==> src/rtl/drc_pixel_capture_if.sv <==
// Signal bundle between the DVP pixel capture stage and its surroundings:
// camera byte bus and qualifiers in, pixel FIFO write side and status out.
interface drc_pixel_capture_if #(
  parameter int CNT_W = 11
) ();
  logic             pclk_sync;
  logic [7:0]       dvp_d_i;
  logic             dvp_href_i;
  logic             dvp_vsync_i;
  logic             fifo_full_i;
  logic [15:0]      pix_data_o;
  logic             pix_wr_o;
  logic             frame_start_o;
  logic             frame_end_o;
  logic             line_end_o;
  logic [CNT_W-1:0] col_cnt_o;
  logic [CNT_W-1:0] row_cnt_o;
  logic             ovf_o;
  logic             line_err_o;

  modport master (
    output pclk_sync, dvp_d_i, dvp_href_i, dvp_vsync_i, fifo_full_i,
    input  pix_data_o, pix_wr_o, frame_start_o, frame_end_o, line_end_o,
           col_cnt_o, row_cnt_o, ovf_o, line_err_o
  );

  modport slave (
    input  pclk_sync, dvp_d_i, dvp_href_i, dvp_vsync_i, fifo_full_i,
    output pix_data_o, pix_wr_o, frame_start_o, frame_end_o, line_end_o,
           col_cnt_o, row_cnt_o, ovf_o, line_err_o
  );
endinterface

==> src/rtl/drc_pixel_capture.sv <==
// DVP byte-to-pixel capture: packs byte pairs into RGB565 pixels on each PCLK
// strobe, tracks frame/line boundaries, counts rows/columns, flags errors.
module drc_pixel_capture #(
  parameter int   DATA_DLY  = 2,
  parameter logic VSYNC_POL = 1'b1,
  parameter logic HI_FIRST  = 1'b1,
  parameter int   CNT_W     = 11
) (
  input logic               clk,
  input logic               rst_n,
  drc_pixel_capture_if.slave bus
);

  typedef enum logic [1:0] {
    S_IDLE  = 2'd0,
    S_FRAME = 2'd1,
    S_LINE  = 2'd2
  } state_t;

  localparam logic [CNT_W-1:0] CNT_MAX = '1;

  // Delay line entries are packed as {vsync, href, data}.
  logic [9:0] w_stage_in [DATA_DLY];
  logic [9:0] r_stage    [DATA_DLY];

  genvar gi;
  generate
    for (gi = 0; gi < DATA_DLY; gi++) begin : g_dly
      if (gi == 0) begin : g_first
        assign w_stage_in[gi] = {bus.dvp_vsync_i, bus.dvp_href_i, bus.dvp_d_i};
      end else begin : g_rest
        assign w_stage_in[gi] = r_stage[gi-1];
      end
    end
  endgenerate

  always_ff @(posedge clk) begin
    for (int i = 0; i < DATA_DLY; i++) begin
      if (!rst_n) r_stage[i] <= '0;
      else        r_stage[i] <= w_stage_in[i];
    end
  end

  logic [7:0]  w_d_q;
  logic        w_href_q;
  logic        w_vs_act;
  logic [15:0] w_pixel;

  state_t           r_state;
  logic             r_vs_prev;
  logic             r_phase;
  logic [7:0]       r_byte0;
  logic [15:0]      r_pix_data;
  logic             r_pix_wr;
  logic             r_frame_start;
  logic             r_frame_end;
  logic             r_line_end;
  logic [CNT_W-1:0] r_col_cnt;
  logic [CNT_W-1:0] r_row_cnt;
  logic             r_ovf;
  logic             r_line_err;

  assign w_d_q    = r_stage[DATA_DLY-1][7:0];
  assign w_href_q = r_stage[DATA_DLY-1][8];
  assign w_vs_act = (r_stage[DATA_DLY-1][9] == VSYNC_POL);
  assign w_pixel  = HI_FIRST ? {r_byte0, w_d_q} : {w_d_q, r_byte0};

  always_ff @(posedge clk) begin
    if (!rst_n) begin
      r_state       <= S_IDLE;
      r_vs_prev     <= 1'b0;
      r_phase       <= 1'b0;
      r_byte0       <= '0;
      r_pix_data    <= '0;
      r_pix_wr      <= 1'b0;
      r_frame_start <= 1'b0;
      r_frame_end   <= 1'b0;
      r_line_end    <= 1'b0;
      r_col_cnt     <= '0;
      r_row_cnt     <= '0;
      r_ovf         <= 1'b0;
      r_line_err    <= 1'b0;
    end else begin
      r_pix_wr      <= 1'b0;
      r_frame_start <= 1'b0;
      r_frame_end   <= 1'b0;
      r_line_end    <= 1'b0;
      if (bus.pclk_sync) begin
        r_vs_prev <= w_vs_act;
        case (r_state)
          S_IDLE: begin
            // Only a sampled active->inactive vsync edge opens a frame.
            if (r_vs_prev && !w_vs_act) begin
              r_state       <= S_FRAME;
              r_frame_start <= 1'b1;
              r_row_cnt     <= '0;
              r_col_cnt     <= '0;
              r_ovf         <= 1'b0;
              r_line_err    <= 1'b0;
              r_phase       <= 1'b0;
            end
          end
          S_FRAME: begin
            if (w_vs_act) begin
              r_frame_end <= 1'b1;
              r_state     <= S_IDLE;
            end else if (w_href_q) begin
              r_state   <= S_LINE;
              r_col_cnt <= '0;
              r_byte0   <= w_d_q;
              r_phase   <= 1'b1;
            end
          end
          S_LINE: begin
            if (w_vs_act || !w_href_q) begin
              r_line_end <= 1'b1;
              if (r_row_cnt != CNT_MAX) r_row_cnt <= r_row_cnt + 1'b1;
              if (r_phase) r_line_err <= 1'b1;
              r_phase <= 1'b0;
              if (w_vs_act) begin
                r_frame_end <= 1'b1;
                r_state     <= S_IDLE;
              end else begin
                r_state <= S_FRAME;
              end
            end else if (!r_phase) begin
              r_byte0 <= w_d_q;
              r_phase <= 1'b1;
            end else begin
              // Dropped pixels still count as columns; there is no retry.
              r_phase <= 1'b0;
              if (r_col_cnt != CNT_MAX) r_col_cnt <= r_col_cnt + 1'b1;
              if (bus.fifo_full_i) begin
                r_ovf <= 1'b1;
              end else begin
                r_pix_wr   <= 1'b1;
                r_pix_data <= w_pixel;
              end
            end
          end
          default: r_state <= S_IDLE;
        endcase
      end
    end
  end

  assign bus.pix_data_o    = r_pix_data;
  assign bus.pix_wr_o      = r_pix_wr;
  assign bus.frame_start_o = r_frame_start;
  assign bus.frame_end_o   = r_frame_end;
  assign bus.line_end_o    = r_line_end;
  assign bus.col_cnt_o     = r_col_cnt;
  assign bus.row_cnt_o     = r_row_cnt;
  assign bus.ovf_o         = r_ovf;
  assign bus.line_err_o    = r_line_err;

endmodule

==> src/flat_wrapper.sv <==
// flat-port wrapper written by rule: the top's interface ports become plain ports
module drc_pixel_capture_flat 
#(
  parameter int   DATA_DLY  = 2,
  parameter logic VSYNC_POL = 1'b1,
  parameter logic HI_FIRST  = 1'b1,
  parameter int   CNT_W     = 11
)
  (clk, rst_n, bus_pclk_sync, bus_dvp_d_i, bus_dvp_href_i, bus_dvp_vsync_i, bus_fifo_full_i, bus_pix_data_o, bus_pix_wr_o, bus_frame_start_o, bus_frame_end_o, bus_line_end_o, bus_col_cnt_o, bus_row_cnt_o, bus_ovf_o, bus_line_err_o);
  drc_pixel_capture_if #(.CNT_W(CNT_W)) bus_i ();
  input logic clk;
  input logic rst_n;
  input wire logic [$bits(bus_i.pclk_sync)-1:0] bus_pclk_sync;
  input wire logic [$bits(bus_i.dvp_d_i)-1:0] bus_dvp_d_i;
  input wire logic [$bits(bus_i.dvp_href_i)-1:0] bus_dvp_href_i;
  input wire logic [$bits(bus_i.dvp_vsync_i)-1:0] bus_dvp_vsync_i;
  input wire logic [$bits(bus_i.fifo_full_i)-1:0] bus_fifo_full_i;
  output wire logic [$bits(bus_i.pix_data_o)-1:0] bus_pix_data_o;
  output wire logic [$bits(bus_i.pix_wr_o)-1:0] bus_pix_wr_o;
  output wire logic [$bits(bus_i.frame_start_o)-1:0] bus_frame_start_o;
  output wire logic [$bits(bus_i.frame_end_o)-1:0] bus_frame_end_o;
  output wire logic [$bits(bus_i.line_end_o)-1:0] bus_line_end_o;
  output wire logic [$bits(bus_i.col_cnt_o)-1:0] bus_col_cnt_o;
  output wire logic [$bits(bus_i.row_cnt_o)-1:0] bus_row_cnt_o;
  output wire logic [$bits(bus_i.ovf_o)-1:0] bus_ovf_o;
  output wire logic [$bits(bus_i.line_err_o)-1:0] bus_line_err_o;
  assign bus_i.pclk_sync = bus_pclk_sync;
  assign bus_i.dvp_d_i = bus_dvp_d_i;
  assign bus_i.dvp_href_i = bus_dvp_href_i;
  assign bus_i.dvp_vsync_i = bus_dvp_vsync_i;
  assign bus_i.fifo_full_i = bus_fifo_full_i;
  assign bus_pix_data_o = bus_i.pix_data_o;
  assign bus_pix_wr_o = bus_i.pix_wr_o;
  assign bus_frame_start_o = bus_i.frame_start_o;
  assign bus_frame_end_o = bus_i.frame_end_o;
  assign bus_line_end_o = bus_i.line_end_o;
  assign bus_col_cnt_o = bus_i.col_cnt_o;
  assign bus_row_cnt_o = bus_i.row_cnt_o;
  assign bus_ovf_o = bus_i.ovf_o;
  assign bus_line_err_o = bus_i.line_err_o;
  drc_pixel_capture #(.DATA_DLY(DATA_DLY), .VSYNC_POL(VSYNC_POL), .HI_FIRST(HI_FIRST), .CNT_W(CNT_W)) u_core (.clk(clk), .rst_n(rst_n), .bus(bus_i));
endmodule
==> config.mk <==
export PLATFORM = sky130hd
export DESIGN_NAME = drc_pixel_capture_flat
export DESIGN_NICKNAME = d
export VERILOG_FILES = /design/src/rtl/drc_pixel_capture_if.sv /design/src/rtl/drc_pixel_capture.sv /design/src/flat_wrapper.sv
export SDC_FILE = /design/constraint.sdc
export NUM_CORES = 1
export LEC_CHECK = 0
export ABC_AREA = 1
export CAP_MARGIN = 10
export CORE_MARGIN = 1
export CORE_UTILIZATION = 30
export DETAILED_ROUTE_END_ITERATION = 10
export PLACE_DENSITY = 0.59
export SLEW_MARGIN = 0
export SYNTH_ARGS = -nofsm -noshare
export SYNTH_HDL_FRONTEND = slang
export SYNTH_SLANG_ARGS = --single-unit
==> constraint.sdc <==
create_clock -name clk -period 1.9 [get_ports clk]
set_input_delay 0.19 -clock clk [delete_from_list [all_inputs] [get_ports clk]]
set_output_delay 0.19 -clock clk [all_outputs]
set_load 0.03 [all_outputs]
# == After elaboration in Yosys (flattened, before gate mapping) ==
# Memory sizes are Yosys's and may differ from the RTL's.
# Cells that the tools add are included.
# totals
register_bits,56
n_memories,1
elab_cells,103
mem_bits_rw,20
# mem_list
memory,depth,word_bits,read_ports,rd_ports_with_merged_regs,write_ports,line,source
u_core.r_stage,2,10,2,0,2,drc_pixel_capture.sv:24,logic [9:0] r_stage [DATA_DLY];
# op_classes
n_addsub,2
bitwise_logic,8
n_eq_ne,15
mux,44
reduce_logical,20
# op_table
operator,n
$mux W11,8
$pmux W11 S3,1
$mux W8,4
$add A11 B1 Y11 const B,2
$ne A11 B11 Y1 const B,2
$pmux W11 S2,1
$mux W10,2
$reduce_and A5 Y1,4
$mux W1,18
$pmux W8 S2,1
$ne A2 B1 Y1 const B,6
$reduce_and A6 Y1,2
$mux W2,4
$ne A2 B2 Y1 const B,4
$reduce_and A8 Y1,1
$not A1 Y1,6
$pmux W1 S2,3
$pmux W2 S3,1
$reduce_and A3 Y1,2
$reduce_or A5 Y1,1
$reduce_and A4 Y1,1
$reduce_bool A2 Y1,2
$ne A3 B1 Y1 const B,1
$pmux W1 S3,1
other kinds (9),11

# == Logic depth before layout (Yosys ltp) ==
# Gate-level depths: netlist of the first run.
# depth
word_depth,5
mapped_depth,11

# == Least setup slack after synthesis of the first run ==
# No wires, ideal clock.
# synth_timing
path_type,reg-to-reg
start,register u_core.r_row_cnt[1] (netlist: u_core.bus.row_cnt_o[1])
end,register u_core.r_row_cnt[10] (netlist: u_core.bus.row_cnt_o[10])
arrival_ps,1597
slack_ps,189
stages_incl_launch_ff,9
t_required_ps,1785
path_buffers,1
cell_sequence,dfxtp_1 -> ha_1 -> nand2_1 -> nor2_2 -> nand3_4 -> nand2_4 -> buf_6 -> nor2_1 -> o21a_1
# synth_via
elab_chain_cells,4
elab_cells_between_ends,7
cone_classes,add/sub: 1; eq/ne: 2; mux: 3; reduce/logical: 1
# synth_rtl
item,line,source
"start, declared",drc_pixel_capture.sv:59,logic [CNT_W-1:0] r_row_cnt;
"start signal, assigned",drc_pixel_capture.sv:117,if (r_row_cnt != CNT_MAX) r_row_cnt <= r_row_cnt + 1'b1;
$add A11 B1 Y11,drc_pixel_capture.sv:117,
$mux W11,drc_pixel_capture.sv:117,
$mux W11,drc_pixel_capture.sv:115,if (w_vs_act || !w_href_q) begin
$pmux W11 S2,drc_pixel_capture.sv:90,case (r_state)
# Parallel ways exist; a longest one is shown, timed or not. The select of a mux whose other input is x is not followed.
# A chain may end at the register's enable or synchronous reset.

# == Worst setup path after layout of the first run ==
# layout_timing
start,register u_core.r_state[0]
end,register u_core.r_row_cnt[6] (netlist: u_core.bus.row_cnt_o[6])
# layout_via
elab_chain_cells,3
elab_cells_between_ends,8
cone_classes,eq/ne: 4; mux: 1; reduce/logical: 3
# layout_rtl
item,line,source
"start, declared",drc_pixel_capture.sv:49,state_t r_state;
"start signal, assigned",drc_pixel_capture.sv:70,r_state <= S_IDLE;
"start signal, assigned",drc_pixel_capture.sv:94,r_state <= S_FRAME;
"start signal, assigned",drc_pixel_capture.sv:106,r_state <= S_IDLE;
$eq A2 B2 Y1 / $logic_not A2 Y1 (equally long branches),drc_pixel_capture.sv:90,
$ne A2 B1 Y1 (no line) / $reduce_bool A2 Y1 (equally long branches),--,
$reduce_and A5 Y1 (no line),--,
# Parallel ways exist; a longest one is shown, timed or not.

==> flow_metrics.py, run 1 <==
metrics = {
    "run_status": {
        "status": "finished clean",
    },
    "detailed_routing": {
        "drtIter0Drc": 134,
        "wire_per_inst_um": 11.1,
        "via_per_inst": 4.45,
        "num_vias": 2912,
        "final_antenna_net_count": 0,
        "drc": 0,
        "first_pass_iters": 4,
        "drt_wl_total_um": 7250,
    },
    "place": {
        "dpl-instance-area_um2": 3970,
        "dp.final_hpwl_um": 5280,
        "routabilityCongestion": 0.850,
        "place_ws_ps": 54.6,
        "dp.cells": 638,
        "io_buffers": 57,
    },
    "grt": {
        "grtUsageTotal_pct": 13.9,
        "grt_max_degree": 46,
        "overflow": 0,
        "grt_pass1_vias": 2650,
        "grt_pass1_wl_um": 12300,
        "antenna_found_initial": 0,
    },
    "sta": {
        "rsz0062_at_grt": "no",
        "drv_slew": 0,
        "max_freq_mhz": 567,
        "final.setup.tns_ps": 0,
        "setup_viol": 0,
        "hold_ws_ps": 192,
        "fin_crit_sh_pct": 92.9,
        "setup_ws_ps": 136,
        "min_period_ps": 1760,
        "hold_violations": 0,
        "slew_headroom_pct": 73.5,
        "worstMarginPinSlew_ps": 388,
        "skew_ps": 8.86,
    },
    "final_layout": {
        "final_nets": 533,
        "syn_to_final_growth_pct": 29.3,
        "antenna_cells": 0,
        "final_util_pct": 40.2,
        "fin_area_um2": 4190,
        "drive_gt1_share_pct": 9.46,
        "fin_cells": 654,
    },
    "synth": {
        "synth_seq_area_share_pct": 46.9,
        "synthArstFlopShare_pct": 0,
        "synth_area_um2": 3240,
        "syn_nets": 470,
        "synth_edf_count": 0,
        "synth_cells": 450,
        "ys_ff_latch": 76,
        "yosysWarnings": 0,
        "synth-main-ff-cell": "dfxtp_1",
        "synth_cell_type_count": 29,
        "synth_area_per_cell_um2": 7.20,
    },
    "clock_network": {
        "cts_setup_buffers": 0,
        "cts_root_buffer": "clkbuf_8",
        "numCtsBuffers": 9,
        "cts_tree": "done",
        "clk_latency_ps": 360,
        "clkSlewWorstSetupHoldPaths_ps": 80,
        "ctsLongestPathBuffers": 2,
        "h-tree-depth": 3,
        "cts.sinks": 76,
    },
    "min_path": {
        "min_delay_worst_endpoint": "u_core.bus.row_cnt_o[5]$_SDFFE_PN0P_",
        "min_path_cells": 3,
        "worstHoldStart": "rst_n",
        "hp-class": "input port to flip-flop",
    },
    "power": {
        "vdd_drop_max_v": 0.000359,
        "power_mw": 3.43,
        "p_per_area_nw_per_um2": 818,
        "p_leak_nw": 1.72,
    },
    "job": {
        "cap_violations": 0,
    },
    "floorplan": {
        "row_count": 37,
        "die_w_um": 106,
        "coreArea_um2": 10400,
        "initial_core_util_pct": 31.1,
        "io_pins": 58,
        "die-height_um": 106,
        "dieArea_um2": 11200,
    },
    "critical_path": {
        "cp-start-kind": "flip-flop",
        "cp.required_ps": 2200,
        "crit_chain": "inv_1 > ha_2 > buf_4 > nand2_1 > nor2_2 > nand3_4 > nand2_4 > inv_1 > nor2_1 > nor2_1 > nor2_1",
        "slowest_stage": "dfxtp_1",
        "r2r_cells": 11,
        "path_class": "flip-flop to flip-flop",
        "path_max_fanout": 11,
        "endpoint_kind": "flip-flop",
        "cp_slowest_stage_delay_ps": 350,
        "crit_path_frequent_cell": "nor2_1",
        "path_delay_family": "simple AND/OR/NAND/NOR gates",
        "rrSetupSlack_ps": 140,
        "rr_endpoint": "u_core.bus.row_cnt_o[6]$_SDFFE_PN0P_",
        "cp_num_buf_inv": 3,
        "critPathArrivalTime_ps": 2060,
        "rr_startpoint": "u_core.r_state[0]$_SDFFE_PN0P_",
    },
}
Yosys cell counts, types with 2 or more instances:
library cell / n / area (um2)
nand2_1: 104 / 390
nor2_1: 90 / 338
dfxtp_1: 76 / 1520
inv_1: 49 / 184
o21ai_0: 31 / 155
a21oi_1: 21 / 105
nand3_1: 16 / 80.1
nor2_2: 9 / 56.3
nor3_1: 9 / 45.0
clkbuf_1: 8 / 30.0
ha_1: 6 / 75.1
nand2_2: 4 / 25.0
nand4_1: 3 / 18.8
buf_4: 2 / 15.0
inv_2: 2 / 7.51
nand3_4: 2 / 35.0
nor3b_1: 2 / 15.0
o21a_1: 2 / 15.0
o21ai_1: 2 / 10.0
o21bai_2: 2 / 22.5
xor2_1: 2 / 17.5
cell families (layout without fill, tap and decap cells):
| family | Yosys count | after routing | synth area share [%] |
|---|---|---|---|
| AOI/OAI and AO/OA | 60 | 60 | 10.0 |
| xor gates and xnor gates | 2 | 2 | 0.540 |
| adders and majority gates | 6 | 6 | 2.32 |
| buffers and inverters | 64 | 132 | 7.95 |
| DFF | 76 | 76 | 46.9 |
| and+or+nand+nor | 242 | 242 | 32.3 |
registers in the layout, indices dropped and copies added (netlist names):
name and cells:
u_core.bus.line_end_o 1, u_core.bus.frame_end_o 1, u_core.r_byte0 8, u_core.bus.pix_wr_o 1
u_core.bus.pix_data_o 16, u_core.bus.frame_start_o 1, u_core.r_phase 1, u_core.r_vs_prev 1
u_core.r_stage 20, u_core.bus.line_err_o 1, u_core.bus.row_cnt_o 11, u_core.bus.ovf_o 1
u_core.bus.col_cnt_o 11, u_core.r_state 2
where the power goes:
group | internal (mW) | switching (mW)
Combinational | 0.145 | 0.265
Sequential | 1.65 | 0.0319
Clock | 0.645 | 0.692
tightest hold or removal path: stages:
cell	delay, ps
buf_2	190
nand2_1	90
nor2_1	40
routing by layer:
| layer | share of wire (%) | global-route usage [%] | up-vias |
|---|---|---|---|
| met4 | 1.7 | 7.44 | 0 |
| met2 | 45 | 21.4 | 62 |
| met5 | 0 | 0 | - |
| li1 | - | - | 1530 |
| met1 | 49 | 18.2 | 1310 |
| met3 | 4.6 | 3.07 | 10 |
repair_timing:
item                                    4_1_cts  5_1_grt
hold endpoints to repair                      0        0
hold buffers                                  0        0
endpoints found under the setup margin        0       19
resized for setup                             0        2
placed cells by master (no fill, tap or decap), drive strengths merged, types with 6 or more instances in the layout:
cell / count
a21oi: 21
dfxtp: 76
clkdlybuf4s50: 56
buf: 8
ha: 6
inv: 55
nand2: 109
nand3: 18
o21ai: 33
nor3: 9
clkbuf: 9
nor2: 101
area by class of cell:
type                       count  area (um2)
fill                        1059        6220
sequential                    76        1520
inverter                      52         198
tap                          136         170
clock inverter                 7        95.1
timing repair buffer          64         618
multi-input combinational    310        1470
clock buffer                   9         124
worst max-delay path by stage:
stage	endpoint	from	cells past startpoint	slack [ps]
6_report	u_core.bus.row_cnt_o[6]$_SDFFE_PN0P_	u_core.r_state[0]$_SDFFE_PN0P_	11	140
5_1_grt	u_core.bus.row_cnt_o[6]$_SDFFE_PN0P_	u_core.r_state[0]$_SDFFE_PN0P_	11	3
4_1_cts	u_core.bus.row_cnt_o[6]$_SDFFE_PN0P_	u_core.r_state[0]$_SDFFE_PN0P_	11	40
3_5_place_dp	u_core.bus.row_cnt_o[6]$_SDFFE_PN0P_	u_core.r_state[0]$_SDFFE_PN0P_	11	50
3_3_place_gp	u_core.r_byte0[1]$_SDFFE_PN0P_	u_core.r_state[0]$_SDFFE_PN0P_	9	110
2_1_floorplan	u_core.bus.row_cnt_o[10]$_SDFFE_PN0P_	u_core.bus.row_cnt_o[1]$_SDFFE_PN0P_	8	190
(Power assumes the default switching activity.)
==> run 2: changes to the inputs <==
- SLEW_MARGIN: 0 -> unset
==> results of run 2 <==
The final DEF is identical to that of run 1; final timing and power are the same.
==> run 3: changes to the inputs <==
- CTS_CLUSTER_SIZE: unset -> 8
==> results of run 3 <==
The final DEF is identical to that of run 1; final timing and power are the same.
==> RTL change (settings of run 2) <==
The 3 states of `state_t` get a one-hot encoding in 3 bits.
--- a/src/rtl/drc_pixel_capture.sv
+++ b/src/rtl/drc_pixel_capture.sv
@@ -12,8 +12,8 @@
 );
 
-  typedef enum logic [1:0] {
-    S_IDLE  = 2'd0,
-    S_FRAME = 2'd1,
-    S_LINE  = 2'd2
+  typedef enum logic [2:0] {
+    S_IDLE  = 3'b001,
+    S_FRAME = 3'b010,
+    S_LINE  = 3'b100
   } state_t;
 
Behaviour: no difference found for any inputs over 4 cycles, from zero or initial values and one cycle with rst_n low; so few cycles prove little.
==> RTL change against run 2 <==
Clock power increased by 34%. Worst setup slack improved by 0.047 ns. Count of clock-buffer cells in the layout unchanged. Wire length increased by 6.9%. Synthesized area increased by 4.4%. Cell area increased by 5.8%. Largest cell class unchanged. Total power increased by 28%. Utilization increased by 0.32 points. Sequential share of layout area decreased by 1.5 points. Sequential cell count increased by 1.
==> RTL change: results (changes against run 2) <==
layout-drive-gt1-share_pct: 9.982  # +0.52 points
routed_via_density: 4.479  # +0.59%
hold_path_end: "u_core.r_stage[0][7]"
first_global_vias: 2907  # +9.7%
dr.first_iter.drc_count: 112  # -16%
postLayoutSetupSlackWorst_ns: 0.1830  # +0.04735 ns
r2r_start: "u_core.r_state[0]"
timing.reg2reg.setup_slack_ns: 0.18  # +0.05 ns
detailedPlace.worstSlack_ns: 0.1716  # +0.1170 ns
gp_routability_congestion: 0.8131  # -4.3%
routedLengthMet1_um: 3763  # +6.9%
synth_area_leaders: "dfxtp_1 (46%), nand2_1 (12%), inv_1 (8.1%), nor2_1 (7.1%), nand3_1 (5.0%)"
seq_area_frac_synth_pct: 45.55  # -1.4 points
met2_length_um: 3485  # +6.4%
postSynthCellCount: 483  # +7.3%
placed_cells_incl_taps: 675  # +5.8%
num-fill-cells: 1163  # +9.8%
worst_skew_pair.late_latency_ns: 0.33  # -0.03 ns
fin_cells: 691  # +5.7%
first_pass_iters: 5  # +1
syn_nets: 499  # +6.2%
synth_common_cells: "nand2_1 (111), dfxtp_1 (77), inv_1 (73)"
worst_r2r_endpoint: "u_core.r_byte0[4]"
clkTransAtPathRegs_ns: 0.06  # -0.02 ns
status: "complete, no violations"
leakage_nw: 1.896  # +10%
global_route.usage.met1_pct: 17.82  # -0.34 points
timing.reg2reg.worst_path_depth: 8  # -3
m3_gr_usage_pct: 3.858  # +0.79 points
## RTL change: cells by family (layout without fill, tap and decap cells)
logic type,after synthesis,count (layout),synth area share (%)
buffers and inverters,94,162,11.09
xor gates and xnor gates,2,2,0.5177
adders and majority gates,2,2,0.7393
and+or+nand+nor,238,238,31.57
DFF,77,77,45.55
AOI/OAI and AO/OA,70,70,10.54
## RTL change: metrics by stage
stage | hold slack (ns) | total power [mW] | instance area, um^2
2_1_floorplan | 0.2671 | 2.395 | 3385
3_3_place_gp | 0.3932 | 2.616 | 4121
3_5_place_dp | 0.3947 | 2.629 | 4121
4_1_cts | 0.3301 | 4.437 | 4434
5_1_grt | 0.3672 | 4.620 | 4436
6_report | 0.3508 | 4.385 | 4436
## RTL change: cell type report
type	count	area [um^2]	area share [%]
clock buffers	9	225.2	5.078
clock inverters	7	87.58	1.975
inverters	79	296.5	6.685
multi-input cells	312	1468	33.09
flip-flops and latches	77	1543	34.78
well taps	140	175.2	3.949
repair buffers	67	640.6	14.44
